### src/rtl/product_accumulator.sv
// product_accumulator: sums COUNT signed products per block, holds result for handshake.
// Optional macro ACC_SAT_EN: saturating accumulation instead of two's-complement wrap.
module product_accumulator #(
  parameter int BIT_LEN = 4,
  parameter int ACC_LEN = 16,
  parameter int COUNT   = 8
) (
  input  logic                 clk,
  input  logic                 rst,
  input  logic [2*BIT_LEN-1:0] prod,
  input  logic                 prod_r,
  input  logic                 clear,
  output logic [ACC_LEN-1:0]   sum,
  output logic                 sum_valid,
  input  logic                 sum_ready,
  output logic                 ovf,
  output logic                 overrun
);

  localparam int CW = $clog2(COUNT + 1);
  localparam logic [CW-1:0] LAST = CW'(COUNT - 1);
  localparam logic [CW-1:0] FULL = CW'(COUNT);

  typedef enum logic {
    S_ACC,
    S_HOLD
  } state_e;

  state_e               state_q, state_d;
  logic [ACC_LEN-1:0]   acc_q, acc_d;
  logic [CW-1:0]        cnt_q, cnt_d;
  logic [2*BIT_LEN-1:0] pend_q, pend_d;
  logic                 pend_v_q, pend_v_d;
  logic                 prev_q, prev_d;
  logic                 ovf_q, ovf_d;
  logic                 ovr_q, ovr_d;

  logic                 det;
  logic [ACC_LEN-1:0]   prod_x;
  logic [ACC_LEN-1:0]   pend_x;
  logic [ACC_LEN-1:0]   hs_base;
  logic [ACC_LEN-1:0]   hs_term;
  logic [ACC_LEN:0]     add_a;
  logic [ACC_LEN:0]     add_h;

  // Returns {overflow, result}; result wraps or clamps by build.
  function automatic logic [ACC_LEN:0] add_f(
    input logic [ACC_LEN-1:0] a,
    input logic [ACC_LEN-1:0] b
  );
    logic [ACC_LEN-1:0] s;
    logic               o;
    s = a + b;
    o = (a[ACC_LEN-1] == b[ACC_LEN-1]) &&
        (s[ACC_LEN-1] != a[ACC_LEN-1]);
`ifdef ACC_SAT_EN
    if (o) begin
      s = a[ACC_LEN-1] ? {1'b1, {(ACC_LEN-1){1'b0}}}
                       : {1'b0, {(ACC_LEN-1){1'b1}}};
    end
`endif
    return {o, s};
  endfunction

  assign det     = prod_r & ~prev_q;
  assign prod_x  = ACC_LEN'($signed(prod));
  assign pend_x  = ACC_LEN'($signed(pend_q));
  assign hs_base = pend_v_q ? pend_x : '0;
  assign hs_term = det ? prod_x : '0;
  assign add_a   = add_f(acc_q, prod_x);
  assign add_h   = add_f(hs_base, hs_term);

  // Next-state: accumulate in ACC, park one product in HOLD, restart on handshake.
  always_comb begin
    state_d  = state_q;
    acc_d    = acc_q;
    cnt_d    = cnt_q;
    pend_d   = pend_q;
    pend_v_d = pend_v_q;
    prev_d   = prod_r;
    ovf_d    = ovf_q;
    ovr_d    = ovr_q;
    unique case (state_q)
      S_ACC: begin
        if (det) begin
          acc_d = add_a[ACC_LEN-1:0];
          cnt_d = cnt_q + 1'b1;
          ovf_d = ovf_q | add_a[ACC_LEN];
          if (cnt_q == LAST) state_d = S_HOLD;
        end
      end
      S_HOLD: begin
        if (sum_ready) begin
          acc_d    = add_h[ACC_LEN-1:0];
          cnt_d    = CW'(pend_v_q) + CW'(det);
          pend_v_d = 1'b0;
          ovf_d    = add_h[ACC_LEN];
          state_d  = (cnt_d == FULL) ? S_HOLD : S_ACC;
        end else if (det) begin
          if (pend_v_q) begin
            ovr_d = 1'b1;
          end else begin
            pend_d   = prod;
            pend_v_d = 1'b1;
          end
        end
      end
    endcase
    if (clear) begin
      state_d  = S_ACC;
      acc_d    = '0;
      cnt_d    = '0;
      pend_v_d = 1'b0;
      ovf_d    = 1'b0;
      ovr_d    = 1'b0;
    end
  end

  // State registers with synchronous active-high reset.
  always_ff @(posedge clk) begin
    if (rst) begin
      state_q  <= S_ACC;
      acc_q    <= '0;
      cnt_q    <= '0;
      pend_q   <= '0;
      pend_v_q <= 1'b0;
      prev_q   <= 1'b0;
      ovf_q    <= 1'b0;
      ovr_q    <= 1'b0;
    end else begin
      state_q  <= state_d;
      acc_q    <= acc_d;
      cnt_q    <= cnt_d;
      pend_q   <= pend_d;
      pend_v_q <= pend_v_d;
      prev_q   <= prev_d;
      ovf_q    <= ovf_d;
      ovr_q    <= ovr_d;
    end
  end

  assign sum       = acc_q;
  assign sum_valid = (state_q == S_HOLD);
  assign ovf       = ovf_q;
  assign overrun   = ovr_q;

endmodule

### config.mk
export PLATFORM = sky130hd
export DESIGN_NAME = product_accumulator
export DESIGN_NICKNAME = d
export VERILOG_FILES = /design/src/rtl/product_accumulator.sv
export SDC_FILE = /design/constraint.sdc
export NUM_CORES = 1
export LEC_CHECK = 0
export CAP_MARGIN = 20
export CORE_ASPECT_RATIO = 0.6
export CORE_UTILIZATION = 45
export CTS_BUF_LIST = sky130_fd_sc_hd__clkbuf_2
export CTS_CLUSTER_SIZE = 10
export DETAILED_ROUTE_END_ITERATION = 10
export PLACE_DENSITY = 0.67
export SLEW_MARGIN = 20
export SYNTH_ARGS = -nofsm -noshare
export SYNTH_HDL_FRONTEND = slang
export SYNTH_SLANG_ARGS = --single-unit
export TNS_END_PERCENT = 10
### constraint.sdc
create_clock -name clk -period 4.17 [get_ports clk]
set_input_delay 0.417 -clock clk [delete_from_list [all_inputs] [get_ports clk]]
set_output_delay 0.417 -clock clk [all_outputs]
set_load 0.1 [all_outputs]
==> summary.md <==
| Metric | Value |
|---|---|
| Clk pwr share | `0.283` |
| Syn-to-layout area delta | `17.96%` |
| FP Rows | `21` |
| Rel. slew slack | `0.3151` |
| Yosys reg bits | `33` |
| Largest net degree at the start of global routing | `31` |
| Critical Path Sink Type | `flop` |
| Worst Max-Slew Pin Slew | `1024 ps` |
| GPL Wtd Cong | `0.9091` |
| Crit path time final | `3428 ps` |
| Via count | `2435` |
| Comb power frac | `0.304` |
| Remaining antenna violation count | `0` |
| DRC | `0` |
| NetSw | `0.2982 mW` |
| PD cells | `262.9 nW/um^2` |
| Placed Area | `approximately 3000 sq um` |
| First-pass GRT wire length | `around 11000 microns` |
| Int Pwr | `0.5098 mW` |
| CTS Hold Bufs | `0` |
| Sequential area share after synthesis | `0.2536` |
| Crit path from | `prod_r` |
| Top_reg_cell synth | `dfxtp_1` |
| Final setup vio count | `0` |
| CORE AREA | `5570 sq um` |
| WL/cell | `16.10 microns` |
| Clk buf depth | `2` |
| Max Fclk | `0.2917 GHz` |
| Clk_lat worst skew | `410 ps` |
| Share of layout cells above drive strength 1 | `0.07649` |
| M2 GR Usage | `0.3513` |
| Clock root buffer | `clkbuf_2` |
| Die extent in y | `60.94 microns` |
| Post-CTS Resized | `0` |
| GR Layer Usage met3 | `0.04378` |
| Layout net count | `between 300 and 400` |
| Setup bufs post-CTS | `0` |
| Critical Path Max Stage Delay | `430 ps` |
| Total power | `between 0.8 and 0.9 mW` |
| Critical Path, Cell by Cell | `clkdlybuf4s50_1 -> nand2b_1 -> inv_1 -> nand2_1 -> inv_1 -> ha_1 -> a21o_1 -> a21oi_1 -> o21ai_0 -> nor2_1 -> nor2_1 -> a21o_1 -> fa_1 -> xnor2_1 -> nor3b_1 -> o221ai_1 -> a21oi_1` |
| WP data arrival | `3770 ps` |
| Post-Syn Nets | `361` |
| Worst Path Max Fanout | `7` |
| GRT met1 Usage | `0.3659` |
| Initial core utilization | `0.4677` |
| Design Area, Final | `3073 sq um` |
| CTS tree | `done` |
| DRT iter0 DRCs | `133` |
| Share of the synthesized area in the top cell type | `0.2536` |
| Synth cell types | `53` |
| Area contributors post-synth | `dfxtp_1 25%, ha_1 12%, mux2i_1 5.0%` |
| H-tree lvl count | `2` |
| Post-Syn Instances | `320` |
| RSZ-0062 raised after global routing | `no` |
| Asr flop ratio synth | `0` |
| Crit Path Class | `input port to flop` |
| Leak Pwr | `1.235 nW` |
| I/O pins | `32` |
| Syn Std Cell Area | `2605 sq um` |
| CTS Buf Count | `5` |
| Sw Share | `0.3690` |
| Clock Pin Slew Worst Setup and Hold Paths | `between 150 and 200 ps` |
| Worst path slowest cell | `fa_1` |
| Grt ovf | `0` |
| Die W | `100.2 microns` |
| EDFF count, synth | `0` |
| Pre-Repair DR Iteration Count | `4` |
| Period Utilization, post-route | `0.8221` |
| Post-detail-place hpwl | `5321 microns` |
| Number of global-route vias before repair | `~2200` |
| WP buf/inv | `3` |
| Total Die Area | `6107 sq um` |
| Slew Viols, Final | `0` |
| Startpoint type of the worst setup path | `input port` |
| HP Start | `sum[4]` |
| Most instantiated cells after synthesis | `33 x dfxtp_1, 33 x nor2_1, 26 x o21ai_0, 25 x ha_1, 24 x a21oi_1` |
| DRT Wirelength | `6973 microns` |
| Outcome | `complete, no violations` |
| PortBufs | `31` |
| Hold Path Class | `flop to flop` |
| Worst hold slack | `485.2 ps` |
| GR peak layer | `met1` |
| CP required | `around 4500 ps` |
| GRT Overall Usage | `0.2412` |
| ANT cells | `0` |
| Final Skew | `18.75 ps` |
| R2r startpoint | `prev_q` |
| Avg Cell Area, Syn | `between 8 and 9 sq um` |
| Fillers | `approximately 540` |
| Post-synth top area cell | `dfxtp_1` |
| Initial antenna violation count | `0` |
| Hold Fails Final Rpt | `0` |
| Maxcap violations | `0` |
| DR vias/cell | `~5.6` |
| Clk sinks | `33` |
| Warnings from Yosys | `0` |
| CP delay by family, top | `compound AO/OA/AOI/OAI gates` |
| Reg power frac | `0.414` |
| Setup total negative slack | `0 ps` |
| VDD IR-drop max | `0.1535 mV` |
-- final cells by class --
cell class                 instances  area, sq um  area share
timing repair buffer              35        340.3      0.1107
multi-input combinational        263         1853      0.6030
sequential                        33        660.6      0.2150
inverter                          14        52.55     0.01710
clock inverter                     3        41.29     0.01344
tap                               80        100.1     0.03257
clock buffer                       5        25.02    0.008143
-- path summary, 6_finish.rpt --
kind | slack (ps) | depth (start not counted) | to
max | 740 | 17 | ovf
min | 490 | 2 | sum[4]
max reg2reg | 800 | 16 | ovf
min reg2reg | 490 | 2 | sum[4]
-- layer usage --
metal  wire length (microns)  share of wire  vias up
met5                       0              0        -
met4                      79          0.011        0
met3                     342          0.049        8
met2                    2701           0.39       65
met1                    3850           0.55     1135
li1                        -              -     1227
-- power groups by stage --
| stage | logic, mW | registers [mW] | clock network (mW) |
|---|---|---|---|
| after floorplan | 0.117 | 0.400 | 0 |
| after global placement | 0.240 | 0.340 | 0 |
| after detailed placement | 0.242 | 0.341 | 0 |
| after CTS | 0.244 | 0.334 | 0.227 |
| after global routing | 0.265 | 0.336 | 0.238 |
| final | 0.245 | 0.334 | 0.228 |
-- cells in the final DEF (no fill, tap or decap), types with 5 or more instances in the layout --
cell type | netlist | routed
nand3_1 | 5 | 5
dfxtp_1 | 33 | 33
a211oi_1 | 6 | 6
xor2_1 | 7 | 7
and2_1 | 15 | 15
nand2_1 | 23 | 23
ha_1 | 25 | 25
inv_1 | 14 | 14
nand2b_1 | 6 | 6
nor3_1 | 7 | 7
mux2i_1 | 13 | 13
clkdlybuf4s50_1 | 0 | 31
a21oi_1 | 24 | 24
clkbuf_2 | 0 | 5
nor2_1 | 33 | 33
o21ai_0 | 26 | 26
a21o_1 | 5 | 5
-- registers in the layout, summed over array words and instances (netlist names) --
signal and count:
sum 16, pend_q 8, cnt_q 4, overrun 1, ovf 1, pend_v_q 1, prev_q 1, sum_valid 1
-- cell families (layout without fill, tap and decap cells) --
family          Yosys count  after routing  synth area share
simple gates            115            115            0.2272
compound gates           95             95            0.2483
flops                    33             33            0.2536
fa+ha+maj                28             28            0.1431
buf+inv                  24             57           0.03650
mux                      14             14           0.05427
xor+xnor                 11             11           0.03698
-- worst min-delay path, stage by stage, from the launching register on --
cell and delay (ps):
dfxtp_1 360, nand2_1 60, a21oi_1 50
-- through the flow --
step	worst slack, ps	std cells	util
2_1_floorplan	960.0	320	-
3_3_place_gp	493.0	425	0.5391
3_5_place_dp	347.6	425	0.5391
4_1_cts	758.5	433	0.5510
5_1_grt	485.5	433	0.5517
6_report	741.7	433	0.5517
(Power assumes the default switching activity.)
